### src/rtl/cnt_arb_pkg.sv
// Shared types and constants for the counter-sliced round-robin arbiter.
package cnt_arb_pkg;

  typedef enum logic {
    IDLE = 1'b0,
    RUN  = 1'b1
  } state_t;

  // Counter mode: any mode with bit 1 set is a parallel load.
  localparam logic [1:0] MODE_HOLD  = 2'b00;
  localparam logic [1:0] MODE_COUNT = 2'b01;
  localparam logic [1:0] MODE_LOAD  = 2'b10;

  localparam int NREQ_DEF = 4;
  localparam int CW_DEF   = 4;

endpackage

### src/rtl/slice_counter.sv
// Mode-driven CW-bit slice counter: hold, increment modulo 2^CW, or parallel load.
module slice_counter
  import cnt_arb_pkg::*;
#(
  parameter int CW = CW_DEF
) (
  input  logic          clk,
  input  logic          rst,
  input  logic [1:0]    mode,
  input  logic [CW-1:0] d,
  output logic [CW-1:0] q
);

  always_ff @(posedge clk or posedge rst) begin
    if (rst) begin
      q <= '0;
    end else if (mode[1]) begin
      q <= d;
    end else if (mode == MODE_COUNT) begin
      q <= q + 1'b1;
    end
  end

endmodule

### src/rtl/cnt_slice_arbiter.sv
// Round-robin arbiter whose grants are bounded by a loadable slice counter.
module cnt_slice_arbiter
  import cnt_arb_pkg::*;
#(
  parameter int NREQ = NREQ_DEF,
  parameter int CW   = CW_DEF
) (
  input  logic               clk,
  input  logic               rst,
  input  logic [NREQ-1:0]    req,
  input  logic [NREQ*CW-1:0] load_val,
  input  logic               pause,
  output logic [NREQ-1:0]    gnt,
  output logic               busy,
  output logic [CW-1:0]      cnt_val,
  output logic               expire
);

  localparam int PW = (NREQ > 1) ? $clog2(NREQ) : 1;
  localparam logic [CW-1:0] CNT_MAX = '1;
  localparam logic [NREQ-1:0] ONE = {{(NREQ-1){1'b0}}, 1'b1};

  state_t          state;
  logic [PW-1:0]   ptr;
  logic [PW-1:0]   win;
  logic [PW-1:0]   idx;
  logic            found;
  logic            owner_req;
  logic [1:0]      mode;
  logic [CW-1:0]   cnt_d;
  logic [CW-1:0]   lv [NREQ];

  always_comb begin
    for (int i = 0; i < NREQ; i++) begin
      lv[i] = load_val[i*CW +: CW];
    end
  end

  // First requester at or after ptr, wrapping modulo NREQ.
  always_comb begin
    found = 1'b0;
    win   = '0;
    idx   = '0;
    for (int k = 0; k < NREQ; k++) begin
      idx = PW'((int'(ptr) + k) % NREQ);
      if (!found && req[idx]) begin
        found = 1'b1;
        win   = idx;
      end
    end
  end

  assign owner_req = |(gnt & req);
  assign busy      = |gnt;

  always_comb begin
    mode  = MODE_HOLD;
    cnt_d = lv[win];
    if (state == IDLE) begin
      if (found) mode = MODE_LOAD;
    end else if (owner_req && !pause) begin
      mode = MODE_COUNT;
    end
  end

  slice_counter #(.CW(CW)) u_counter (
    .clk  (clk),
    .rst  (rst),
    .mode (mode),
    .d    (cnt_d),
    .q    (cnt_val)
  );

  // Release by the owner takes priority over both pause and wrap.
  always_ff @(posedge clk or posedge rst) begin
    if (rst) begin
      state  <= IDLE;
      gnt    <= '0;
      expire <= 1'b0;
      ptr    <= '0;
    end else begin
      expire <= 1'b0;
      case (state)
        IDLE: begin
          if (found) begin
            gnt   <= ONE << win;
            ptr   <= (int'(win) == NREQ - 1) ? '0 : win + 1'b1;
            state <= RUN;
          end
        end
        RUN: begin
          if (!owner_req) begin
            gnt   <= '0;
            state <= IDLE;
          end else if (!pause && cnt_val == CNT_MAX) begin
            gnt    <= '0;
            expire <= 1'b1;
            state  <= IDLE;
          end
        end
        default: state <= IDLE;
      endcase
    end
  end

endmodule

### config.mk
export PLATFORM = sky130hd
export DESIGN_NAME = cnt_slice_arbiter
export DESIGN_NICKNAME = d
export VERILOG_FILES = /design/src/rtl/cnt_arb_pkg.sv /design/src/rtl/slice_counter.sv /design/src/rtl/cnt_slice_arbiter.sv
export SDC_FILE = /design/constraint.sdc
export NUM_CORES = 1
export LEC_CHECK = 0
export ABC_AREA = 1
export BUFFER_PORTS_ARGS = -buffer_cell sky130_fd_sc_hd__buf_2
export CORE_UTILIZATION = 35
export CTS_CLUSTER_SIZE = 28
export DETAILED_ROUTE_END_ITERATION = 10
export PLACE_DENSITY = 0.66
export SLEW_MARGIN = 20
export SYNTH_ARGS = -nofsm -noshare
export SYNTH_HDL_FRONTEND = slang
export SYNTH_SLANG_ARGS = --single-unit
### constraint.sdc
create_clock -name clk -period 2.4 [get_ports clk]
set_clock_uncertainty 0.1 [all_clocks]
set_input_delay 0.36 -clock clk [delete_from_list [all_inputs] [get_ports clk]]
set_output_delay 0.36 -clock clk [all_outputs]
set_load 0.02 [all_outputs]
==> impl_metrics.json <==
{
  "final_layout_size_suffix_gt1_share_pct": 25.0,
  "routed_wirelength_mm": 2.56,
  "placement_rows": 20,
  "clock-sinks": 12,
  "total_leakage_power_nw": 0.820,
  "ant_nets": 0,
  "critical_path.startpoint_type": "flip-flop",
  "total_gr_overflow": 0,
  "layout_worst_path_cycle_share_pct": 86.8,
  "syn-num-nets": 206,
  "drt_pass1_iterations": 4,
  "main_area_contributors_after_synthesis": "dfrtp_1, nand2_1, inv_1",
  "met3_wirelength_um": 136,
  "die_y_extent_um": 59.1,
  "drt_iter0_markers": 32,
  "min_path_cells": 4,
  "timing.critical_path.to_type": "flip-flop",
  "totalPowerFinal_mw": 2.08,
  "dp.final_hpwl_mm": 2.04,
  "grt_pass1_vias": 1030,
  "yosys_reg_bits": 12,
  "crit_cells": 12,
  "timing_hold_violations_final": 0,
  "clk_path_buf_depth": 2,
  "io_buffers": 32,
  "class_of_the_most_critical_setup_path": "flip-flop to flip-flop",
  "crit_arrival_ps": 2140,
  "cts.reportedPaths.clkPinSlew_ps": 70,
  "most_frequent_cell_after_synthesis": "nand2_1",
  "power.internal_mw": 0.885,
  "worst-slew-pin-transition_ps": 456,
  "hold_start": "pause",
  "hold_end": "expire$_DFF_PP0_",
  "r2r_end": "ptr[1]$_DFFE_PP0P_",
  "start_util_pct": 37.0,
  "async_reset_ff_share_pct": 100,
  "total_number_of_yosys_warnings": 0,
  "detailedPlace.worstSlack_ps": 221,
  "regToRegStartpoint": "ptr[0]$_DFFE_PP0P_",
  "total_negative_setup_slacks_ps": 0,
  "yosys.area.top_type_share_pct": 26.3,
  "sw_frac_of_total_pct": 57.3,
  "timing.hold.worst.class": "input pin to flip-flop",
  "power_density_nw_per_um2": 1520,
  "route.top_layer_used": "met4",
  "ys_dominant_reg_cell": "dfrtp_1",
  "cts_setup_buffers": 0,
  "timing.critical_path.from": "ptr[0]$_DFFE_PP0P_",
  "worst_path_max_delay_cell": "dfrtp_2",
  "final_critical_path_setup_slack_ps": 318,
  "critical_path.n_buffers_inverters": 2,
  "syn_inst": 178,
  "cp_slowest_stage_delay_ps": 510,
  "ctsRootBufferMaster": "clkbuf_4",
  "setup_viol_count_final": 0,
  "final_nets": 242,
  "fp.dieArea_sq_um": 3490,
  "cp_cell_sequence": "inv_6 -> nand2_1 -> nand2_1 -> nand2_2 -> nand2_4 -> nor2_8 -> nand3_4 -> nand3_2 -> inv_1 -> ha_1 -> nand2_1 -> o21ai_1",
  "synth_sequential_area_ratio_pct": 26.3,
  "cts.htree.levels": 1,
  "wirelength_met1_mm": 1.27,
  "area_growth_pct": 20.1,
  "grt.total_usage_pct": 16.5,
  "met2WireLength_mm": 1.14,
  "drc": 0,
  "max_freq_ghz": 0.480,
  "antenna_cells": 0,
  "floorplan.io_pins": 33,
  "clk_latency_ps": 270,
  "crit_path_max_fanout": 10,
  "synth.lib_cells_used.distinct": 21,
  "antenna_found_initial": 0,
  "status": "finished clean",
  "routabilityCongestion": 0.858,
  "dr_total_vias": 1174,
  "power_frac_clock_pct": 6.1,
  "maxcap_violations": 0,
  "num-fill-cells": 326,
  "switching_power_mw": 1.19,
  "vdd_ir_drop_max_mv": 0.585,
  "post_route_worst_hold_slack_ps": 260,
  "worst-endpoint-required_ps": 2460,
  "synth_top_cells_by_count": "nand2_1, inv_1, nand3_1",
  "timing.final.max_slew_violations": 0,
  "critical_path.top_delay_family": "simple AND/OR/NAND/NOR gates",
  "seqPwrFrac_pct": 18.7,
  "tritoncts": "done",
  "rr_worst_depth": 12,
  "power.share.combinational_pct": 75.2,
  "final_period_minus_worst_setup_slack_ps": 2080,
  "detail_route.wl_per_cell_um": 10.0,
  "cts_buffers": 3,
  "register_to_register_setup_slack_ps": 320,
  "critPathMostFrequentCell": "nand2_1",
  "rsz0062_at_grt": "no",
  "placeableCoreArea_sq_um": 3080,
  "grt_first_pass_wirelength_mm": 4.39,
  "syn_area_sq_um": 1140,
  "drt-vias-per-instance": 4.59,
  "pin_count_of_the_biggest_net_entering_global_routing": 13,
  "synth_edf_count": 0,
  "avgSynthCellArea_sq_um": 6.40,
  "area_leader_netlist": "dfrtp_1",
  "max_slew_margin_pct": 69.6,
  "die_width_um": 59.1
}
-- logic make-up after synthesis --
kind of cell | after synthesis | synth area share, %
xor+xnor | 3 | 2.31
fa+ha+maj | 5 | 5.49
buf+inv | 41 | 15.4
flops | 12 | 26.3
compound gates | 13 | 6.04
simple gates | 104 | 44.5
-- registers in the layout (all words and copies together) (netlist names) --
signal and count:
ptr 2, state 1, u_counter.q 4, gnt 4, expire 1
-- worst max-delay path by stage --
stage	to	slack, ps
final	ptr[1]$_DFFE_PP0P_	320
after global routing	u_counter.q[2]$_DFFE_PP0P_	130
after CTS	ptr[1]$_DFFE_PP0P_	200
after detailed placement	ptr[1]$_DFFE_PP0P_	220
after global placement	ptr[1]$_DFFE_PP0P_	220
after floorplan	ptr[1]$_DFFE_PP0P_	560
-- through the flow --
step / cell area, sq um / std cells / util (%)
final: 1370 / 256 / 44.5
after global routing: 1370 / 256 / 44.5
after CTS: 1370 / 256 / 44.4
after detailed placement: 1340 / 252 / 43.4
after global placement: 1340 / 252 / 43.4
after floorplan: 1140 / 178 / -
-- power groups by stage --
stage | clock [mW] | sequential [mW] | combinational (mW)
3_3_place_gp | 0 | 0.389 | 1.55
2_1_floorplan | 0 | 0.414 | 1.25
4_1_cts | 0.125 | 0.384 | 1.56
5_1_grt | 0.138 | 0.400 | 1.81
3_5_place_dp | 0 | 0.388 | 1.55
6_report | 0.126 | 0.388 | 1.56
-- placed cells by master (no fill, tap or decap) --
cell / netlist / routed
xor2_1: 2 / 2
nand2_1: 61 / 61
buf_2: 1 / 32
o22ai_1: 3 / 3
o21ai_0: 7 / 7
nand3_4: 1 / 1
nor2_8: 1 / 1
nand4_1: 8 / 8
inv_2: 1 / 1
nand2_4: 1 / 1
inv_6: 1 / 1
o21ai_1: 3 / 3
dlygate4sd3_1: 0 / 1
nand3_2: 2 / 2
nor2_1: 2 / 2
xnor2_1: 1 / 1
nand2_2: 9 / 9
clkbuf_4: 0 / 3
inv_1: 36 / 36
ha_1: 5 / 5
buf_4: 0 / 1
nand3_1: 19 / 19
dfrtp_1: 12 / 11
dfrtp_2: 0 / 1
-- layout make-up --
type | count | area, sq um | share of cell area (%)
multi-input combinational | 125 | 664 | 48.5
sequential | 12 | 302 | 22.0
timing repair buffer | 34 | 178 | 13.0
inverter | 38 | 148 | 10.8
tap | 44 | 55.1 | 4.02
clock buffer | 3 | 22.5 | 1.65
-- worst min-delay path, stage by stage --
cell,delay [ps]
buf_2,90
inv_1,30
nand4_1,70
nor2_1,50
-- metal layers --
layer  vias up  global-route usage (%)
met5         -                       0
met4         0                    3.06
met3         2                    4.15
met2        35                    25.8
met1       515                    23.1
li1        622                       -
-- repair_timing --
item,4_1_cts,5_1_grt
setup endpoints to repair,0,1
hold endpoints to repair,6,0
hold buffers,1,0
gates resized for setup,0,1
(Power assumes the default switching activity.)
